`config.mk`:
```
export PLATFORM = sky130hd
export DESIGN_NAME = br_gen_frac
export DESIGN_NICKNAME = d
export VERILOG_FILES = /design/src/rtl/br_pkg.sv /design/src/rtl/br_frac_acc.sv /design/src/rtl/br_gen_frac.sv
export SDC_FILE = /design/constraint.sdc
export NUM_CORES = 1
export LEC_CHECK = 0
export CAP_MARGIN = 10
export CELL_PAD_IN_SITES_DETAIL_PLACEMENT = 0
export CELL_PAD_IN_SITES_GLOBAL_PLACEMENT = 1
export CORE_MARGIN = 2
export CORE_UTILIZATION = 50
export DETAILED_ROUTE_END_ITERATION = 12
export DONT_BUFFER_PORTS = 1
export GPL_TIMING_DRIVEN = 0
export PLACE_DENSITY = 0.76
export SYNTH_ARGS = -nofsm -noshare
export SYNTH_HDL_FRONTEND = slang
export SYNTH_HIERARCHICAL = 1
export SYNTH_SLANG_ARGS = --single-unit
```
`constraint.sdc`:
```
create_clock -name clk -period 9.63 [get_ports clk]
set_clock_uncertainty 0.15 [all_clocks]
set_input_delay 0.4815 -clock clk [delete_from_list [all_inputs] [get_ports clk]]
set_output_delay 0.4815 -clock clk [all_outputs]
set_load 0.01 [all_outputs]
```
`src/rtl/br_pkg.sv`:
```
// Shared constants and divisor type for the fractional baud-rate generator.
// Defaults reproduce the legacy fixed 650-cycle oversample tick.
package br_pkg;

  localparam int BR_INT_W    = 16;
  localparam int BR_FRAC_W   = 4;
  localparam int BR_OSR      = 16;
  localparam int BR_DEF_INT  = 650;
  localparam int BR_DEF_FRAC = 0;
  localparam int BR_MIN_DIV  = 2;

  typedef struct packed {
    logic [BR_INT_W-1:0]  ipart;
    logic [BR_FRAC_W-1:0] fpart;
  } br_div_t;

endpackage

```
`src/rtl/br_frac_acc.sv`:
```
// Fraction accumulator step: adds the fractional divisor to the phase
// accumulator and turns integer part plus carry into a counter reload value.
module br_frac_acc
  import br_pkg::*;
#(
  parameter int INT_W  = BR_INT_W,
  parameter int FRAC_W = BR_FRAC_W
) (
  input  logic [FRAC_W-1:0] acc_i,
  input  logic [FRAC_W-1:0] frac_i,
  input  logic [INT_W-1:0]  int_i,
  output logic [FRAC_W-1:0] acc_o,
  output logic [INT_W:0]    rl_o
);

  localparam logic [INT_W:0] ONE = (INT_W+1)'(1);

  logic             carry;
  logic [INT_W:0]   period;

  always_comb begin
    {carry, acc_o} = {1'b0, acc_i} + {1'b0, frac_i};
    period = {1'b0, int_i} + {{INT_W{1'b0}}, carry};
    rl_o   = period - ONE;
  end

endmodule

```
`src/rtl/br_gen_frac.sv`:
```
// Fractional baud-rate generator: oversample tick at int+frac/2^FRAC_W cycles
// and a bit tick every OSR oversample ticks, with boundary-safe reload.
module br_gen_frac
  import br_pkg::*;
#(
  parameter int INT_W    = BR_INT_W,
  parameter int FRAC_W   = BR_FRAC_W,
  parameter int OSR      = BR_OSR,
  parameter int DEF_INT  = BR_DEF_INT,
  parameter int DEF_FRAC = BR_DEF_FRAC
) (
  input  logic              clk,
  input  logic              rst,
  input  logic              en,
  input  logic [INT_W-1:0]  div_int,
  input  logic [FRAC_W-1:0] div_frac,
  input  logic              div_load,
  input  logic              sync_clr,
  output logic              tick,
  output logic              bit_tick,
  output logic              div_err
);

  localparam int OSW = (OSR > 1) ? $clog2(OSR) : 1;
  localparam logic [OSW-1:0]   OS_LAST = OSW'(OSR-1);
  localparam logic [OSW-1:0]   OS_ONE  = OSW'(1);
  localparam logic [INT_W:0]   CNT_ONE = (INT_W+1)'(1);
  localparam logic [INT_W-1:0] MIN_DIV = INT_W'(BR_MIN_DIV);

  typedef struct packed {
    logic [INT_W-1:0]  ipart;
    logic [FRAC_W-1:0] fpart;
  } div_t;

  div_t              act_q, act_d;
  div_t              pend_q, pend_d;
  logic              pend_vld_q, pend_vld_d;
  logic [INT_W:0]    cnt_q, cnt_d;
  logic [FRAC_W-1:0] acc_q, acc_d;
  logic [OSW-1:0]    os_q, os_d;
  logic              err_q, err_d;

  div_t              sel;
  logic              apply_idle;
  logic              reload;
  logic [FRAC_W-1:0] acc_in;
  logic [FRAC_W-1:0] acc_n;
  logic [INT_W:0]    rl;

  assign tick     = en & ~sync_clr & (cnt_q == '0);
  assign bit_tick = tick & (os_q == OS_LAST);
  assign div_err  = err_q;

  // A pending divisor always wins the next reload, whatever triggers it.
  assign sel        = pend_vld_q ? pend_q : act_q;
  assign apply_idle = ~en & pend_vld_q;
  assign reload     = sync_clr | tick | apply_idle;
  assign acc_in     = (sync_clr | apply_idle) ? '0 : acc_q;

  br_frac_acc #(
    .INT_W  (INT_W),
    .FRAC_W (FRAC_W)
  ) u_acc (
    .acc_i  (acc_in),
    .frac_i (sel.fpart),
    .int_i  (sel.ipart),
    .acc_o  (acc_n),
    .rl_o   (rl)
  );

  always_comb begin
    act_d      = act_q;
    pend_d     = pend_q;
    pend_vld_d = pend_vld_q;
    cnt_d      = cnt_q;
    acc_d      = acc_q;
    os_d       = os_q;
    err_d      = err_q;

    if (reload) begin
      act_d      = sel;
      pend_vld_d = 1'b0;
      cnt_d      = rl;
      acc_d      = acc_n;
      if (tick) os_d = (os_q == OS_LAST) ? '0 : os_q + OS_ONE;
      else      os_d = '0;
    end else if (en) begin
      cnt_d = cnt_q - CNT_ONE;
    end

    if (div_load) begin
      pend_d.ipart = (div_int < MIN_DIV) ? MIN_DIV : div_int;
      pend_d.fpart = div_frac;
      pend_vld_d   = 1'b1;
      err_d        = (div_int < MIN_DIV);
    end
  end

  always_ff @(posedge clk or negedge rst) begin
    if (!rst) begin
      act_q      <= '{ipart: INT_W'(DEF_INT), fpart: FRAC_W'(DEF_FRAC)};
      pend_q     <= '0;
      pend_vld_q <= 1'b0;
      cnt_q      <= (INT_W+1)'(DEF_INT-1);
      acc_q      <= '0;
      os_q       <= '0;
      err_q      <= 1'b0;
    end else begin
      act_q      <= act_d;
      pend_q     <= pend_d;
      pend_vld_q <= pend_vld_d;
      cnt_q      <= cnt_d;
      acc_q      <= acc_d;
      os_q       <= os_d;
      err_q      <= err_d;
    end
  end

endmodule

```
After elaboration in Yosys (flattened, before gate mapping). Cells that the tools add are included.

Register bits after elaboration: 67. Bits of input ports: 25. Output and inout bits: 3. Logic and storage cells: 37.

Add/subtract/negate cells: 5. $lt $le $gt $ge: 1. Eq/ne operators: 1. Muxes and demuxes: 9. Bitwise operators: 9. Reductions and logical operators: 3.

Operator list (count): $mux W17 (2); $sub A17 B1 Y17 const B (2); $mux W20 (1); $add A16 B1 Y17 (1); $logic_not A17 Y1 (1); $lt A16 B2 Y1 const B (1); $mux W16 (1); $mux W4 (3); $add A4 B4 Y5 (1); $add A4 B1 Y4 const B (1); $and A1 B1 Y1 (4); $eq A4 B4 Y1 const B (1); $reduce_bool A2 Y1 (2); $or A1 B1 Y1 (3); $mux W1 (2); $not A1 Y1 (2).

Longest topological paths before layout.
Depth after elaboration: 8. Gate-level depth with buffers: 14. Mapped depth without buffers: 14.

Hierarchy. Netlist, hierarchy kept.

By module, submodules not included: br_gen_frac (times used 1, cells an instance 279, area each 3357.0 µm², seq. area each 1686.6 µm²); br_frac_acc (times used 1, cells an instance 55, area each 407.9 µm², seq. area each 0.0 µm²).

Worst setup path after synthesis. Ideal clock, no wire load.

Path kind: register -> register. From: register pend_vld_q. To: register cnt_q[12]. Library setup time: 128 ps. Data arrival time: 3196 ps. Required time: 9352 ps. Setup slack: 6156 ps. Stages on the path, launching flop included: 14. Path buffers: 2. Path through: dfrtp_1 -> clkbuf_1 -> clkbuf_1 -> mux2_2 -> fa_1 -> a21o_1 -> a21oi_1 -> ha_1 -> ha_1 -> nand2_1 -> or4_1 -> xnor2_1 -> nand2_1 -> o21ai_0.

RTL lines: start: declaration (line br_gen_frac.sv:37) `logic pend_vld_q, pend_vld_d;`; start signal: assignment (line br_gen_frac.sv:111) `pend_vld_q <= pend_vld_d;`; end signal: assignment (line br_gen_frac.sv:104) `cnt_q <= (INT_W+1)'(DEF_INT-1);`; end signal: assignment (line br_gen_frac.sv:112) `cnt_q <= cnt_d;`; end: declaration (line br_gen_frac.sv:38) `logic [INT_W:0] cnt_q, cnt_d;`.

==> metrics <==
Antenna Violating Nets Remaining 0; M2 GR Usage 32.28%; total CTS buffers 9; Worst Hold Launch div_int[1]; Die Wd 90.78 um; CTS Sinks 67; Final Instance Area 4109 sq um; gpl congestion 0.7738; vias in the first global route 2,694; placed cell area 3889 sq um; Area growth syn-to-layout 9.139%; Crit Path Max Fanout 10; worst slew pin tran 750.5 ps; fin cells 452; PortBufs 0; CTS tree yes; DR pass1 iterations 4; Post-Synth Simple-Gate Area 13.06%; top-level I/O count 28; wire per inst 17.22 um; Initial Util 51.91%; outcome finished clean; Core Box Area 7253 sq um; proportion of layout cells with a drive suffix above 1 22.95%; via density per instance 5.608; Area contributors post-synth dfrtp_1 39%, mux2_2 13%, mux2_1 6.0%, dfstp_2 5.6%, xor2_1 3.7%; #FFs+latches synth 67; setup TNS 0 ps; worst hold path class input port to flip-flop; Cell Rows 31; Syn Nets 370; Worst IR Drop VDD 0.1036 mV; final hold vios 0; fin. max-slew vios 0; final core occ 56.65%; maxcap violations 0; initial antenna violation count 0; Pleak 1.696 nW; Finish-stage setup viols 0; Mapped Cells 334; DRC 0; FF-to-FF Start pend_vld_q; post-CTS setup repair buffer count 0; routed via count 2,535; worst-skew pair later-pin latency 350 ps; fin crit share 41.21%; first-pass GRT wire length 13,470 um; Setup crit start pend_vld_q; Vert. Die Dim 90.78 um; CP Capture Type flip-flop; Post-Synth Adder-Cell Area 3.855%; Post-DP HPWL 5586 um; grt peak-use layer met2; Yosys warning count 6; xor and xnor fraction of the mapped netlist area 6.281%; Max Root-Sink Buffers 2; antenna cells 0; Synth Flop Type dfrtp_1; Nets 384; total track usage 20.71%; pwr dens 202.3 nW/um^2; largest net degree at the start of global routing 68; Max Fclk 252.0 MHz; Setup crit start kind flip-flop; Clock Root Buffer clkbuf_8; required time worst endpoint 9700 ps; share of flip-flops with an asynchronous set or reset 100.0%; WHS 120.9 ps; H-tree depth 3; Post-synth top cells 59 x dfrtp_1, 42 x mux2_2, 22 x nand2_1; CP Data Arrival Time 4040 ps; GRT Residual Overflow 0; cell accounting for the most synthesized area dfrtp_1; Post-Syn Area per Cell 11.27 sq um; top-count cell post-synth dfrtp_1; met1 GRT Util 29.22%; CP Class flip-flop to flip-flop; Tmin final 3969 ps; Post-synth EDFFs 0; Yosys top cell area share 39.22%; GRT met3 Usage 4.674%; clock slew at reported path FFs 80 ps; number of DRC markers in iteration 0 85; die area 8240 sq um; Cell variety after synth 50; Synth Cell Area 3765 sq um; sequential element share of the synthesized area 44.80%; Synth Area in Compound Gates 9.505%; final WL 7784 um; largest family of logic cells by synthesized area multiplexers; RSZ-0062 raised after global routing no; multiplexer share of the synthesized area 19.34%; placed instance count 433; max_slew headroom 49.58%
flip-flops by register name, indices dropped and copies added (netlist names):
| signal | flops |
|---|---|
| act_q | 20 |
| pend_q | 20 |
| cnt_q | 17 |
| acc_q | 4 |
| os_q | 4 |
| div_err | 1 |
| pend_vld_q | 1 |
cell families after synthesis:
family                   Yosys count
AO/OA/AOI/OAI                     52
buffers and inverters             25
XOR/XNOR                          27
multiplexers                      65
flip-flops                        67
adder cells (fa/ha/maj)           11
AND/OR/NAND/NOR                   87
critical path, cell delays in order, from the launching register on:
cell      delay (ps)
dfrtp_1          330
clkbuf_1         300
clkbuf_1         490
mux2_2           450
fa_1             440
a21o_1           170
a21oi_1          170
ha_1             240
ha_1             230
nand2_1          110
or4_1            510
xnor2_1          140
nand2_1           60
o21ai_0           70
per-stage QoR:
stage	setup WS (ps)	total power, mW
after global placement	5677	0.6042
after global routing	5361	0.8886
after floorplan	6156	0.5643
after CTS	5632	0.8370
after detailed placement	5644	0.6140
final	5661	0.8314
final timing paths:
path / to / slack (ps) / cells past startpoint
worst max-delay path: cnt_q[12] / 5660 / 13
worst min-delay path: pend_q[5] / 120 / 2
worst max register to register: cnt_q[12] / 5660 / 13
worst min register to register: acc_q[1] / 340 / 1
max in group asynchronous: act_q[7] / 8490 / 2
min in group asynchronous: cnt_q[10] / 520 / 2
area by class of cell:
class	instances	area (sq um)
fill	643	3144
multi-input combinational	242	1959
sequential	67	1687
clock buffer	9	123.9
tap	99	123.9
buffer	12	70.07
clock inverter	7	51.30
inverter	13	48.80
timing repair buffer	3	45.04
cells in the final DEF (no fill, tap or decap), types with 3 or more instances in the layout:
| cell type | instances |
|---|---|
| inv_6 | 3 |
| ha_1 | 10 |
| nor3_1 | 6 |
| clkbuf_8 | 9 |
| nand2b_1 | 3 |
| o31ai_1 | 3 |
| nand3_1 | 5 |
| buf_4 | 3 |
| a221o_1 | 3 |
| dfrtp_1 | 59 |
| mux2_2 | 42 |
| xor2_1 | 16 |
| and2_1 | 4 |
| clkbuf_1 | 4 |
| mux2_1 | 20 |
| o21ai_0 | 14 |
| nor4_1 | 10 |
| mux2i_1 | 3 |
| inv_1 | 12 |
| or3_1 | 4 |
| a22oi_1 | 6 |
| a21oi_1 | 9 |
| xnor2_1 | 11 |
| dfstp_2 | 8 |
| or4_1 | 4 |
| nor2_1 | 16 |
| nand2_1 | 22 |
| a21o_1 | 4 |
power by group:
part	switching [mW]	leakage [nW]	internal, mW
registers	0.0419	0.792	0.345
logic	0.120	0.817	0.110
clock network	0.119	0.0864	0.0951
total	0.281	1.70	0.550
timing repair:
action                                  CTS  global route
endpoints found under the setup margin    0             0
hold buffers                              2             0
hold endpoints to repair                 67             0
resized for setup                         0             0
layer usage:
metal | vias up | part of all wire [%]
met1 | 1232 | 49
met3 | 12 | 4.6
met5 | - | 0
li1 | 1239 | -
met2 | 52 | 45
met4 | 0 | 1.5
No activity file was read; power rests on OpenSTA's default activity.
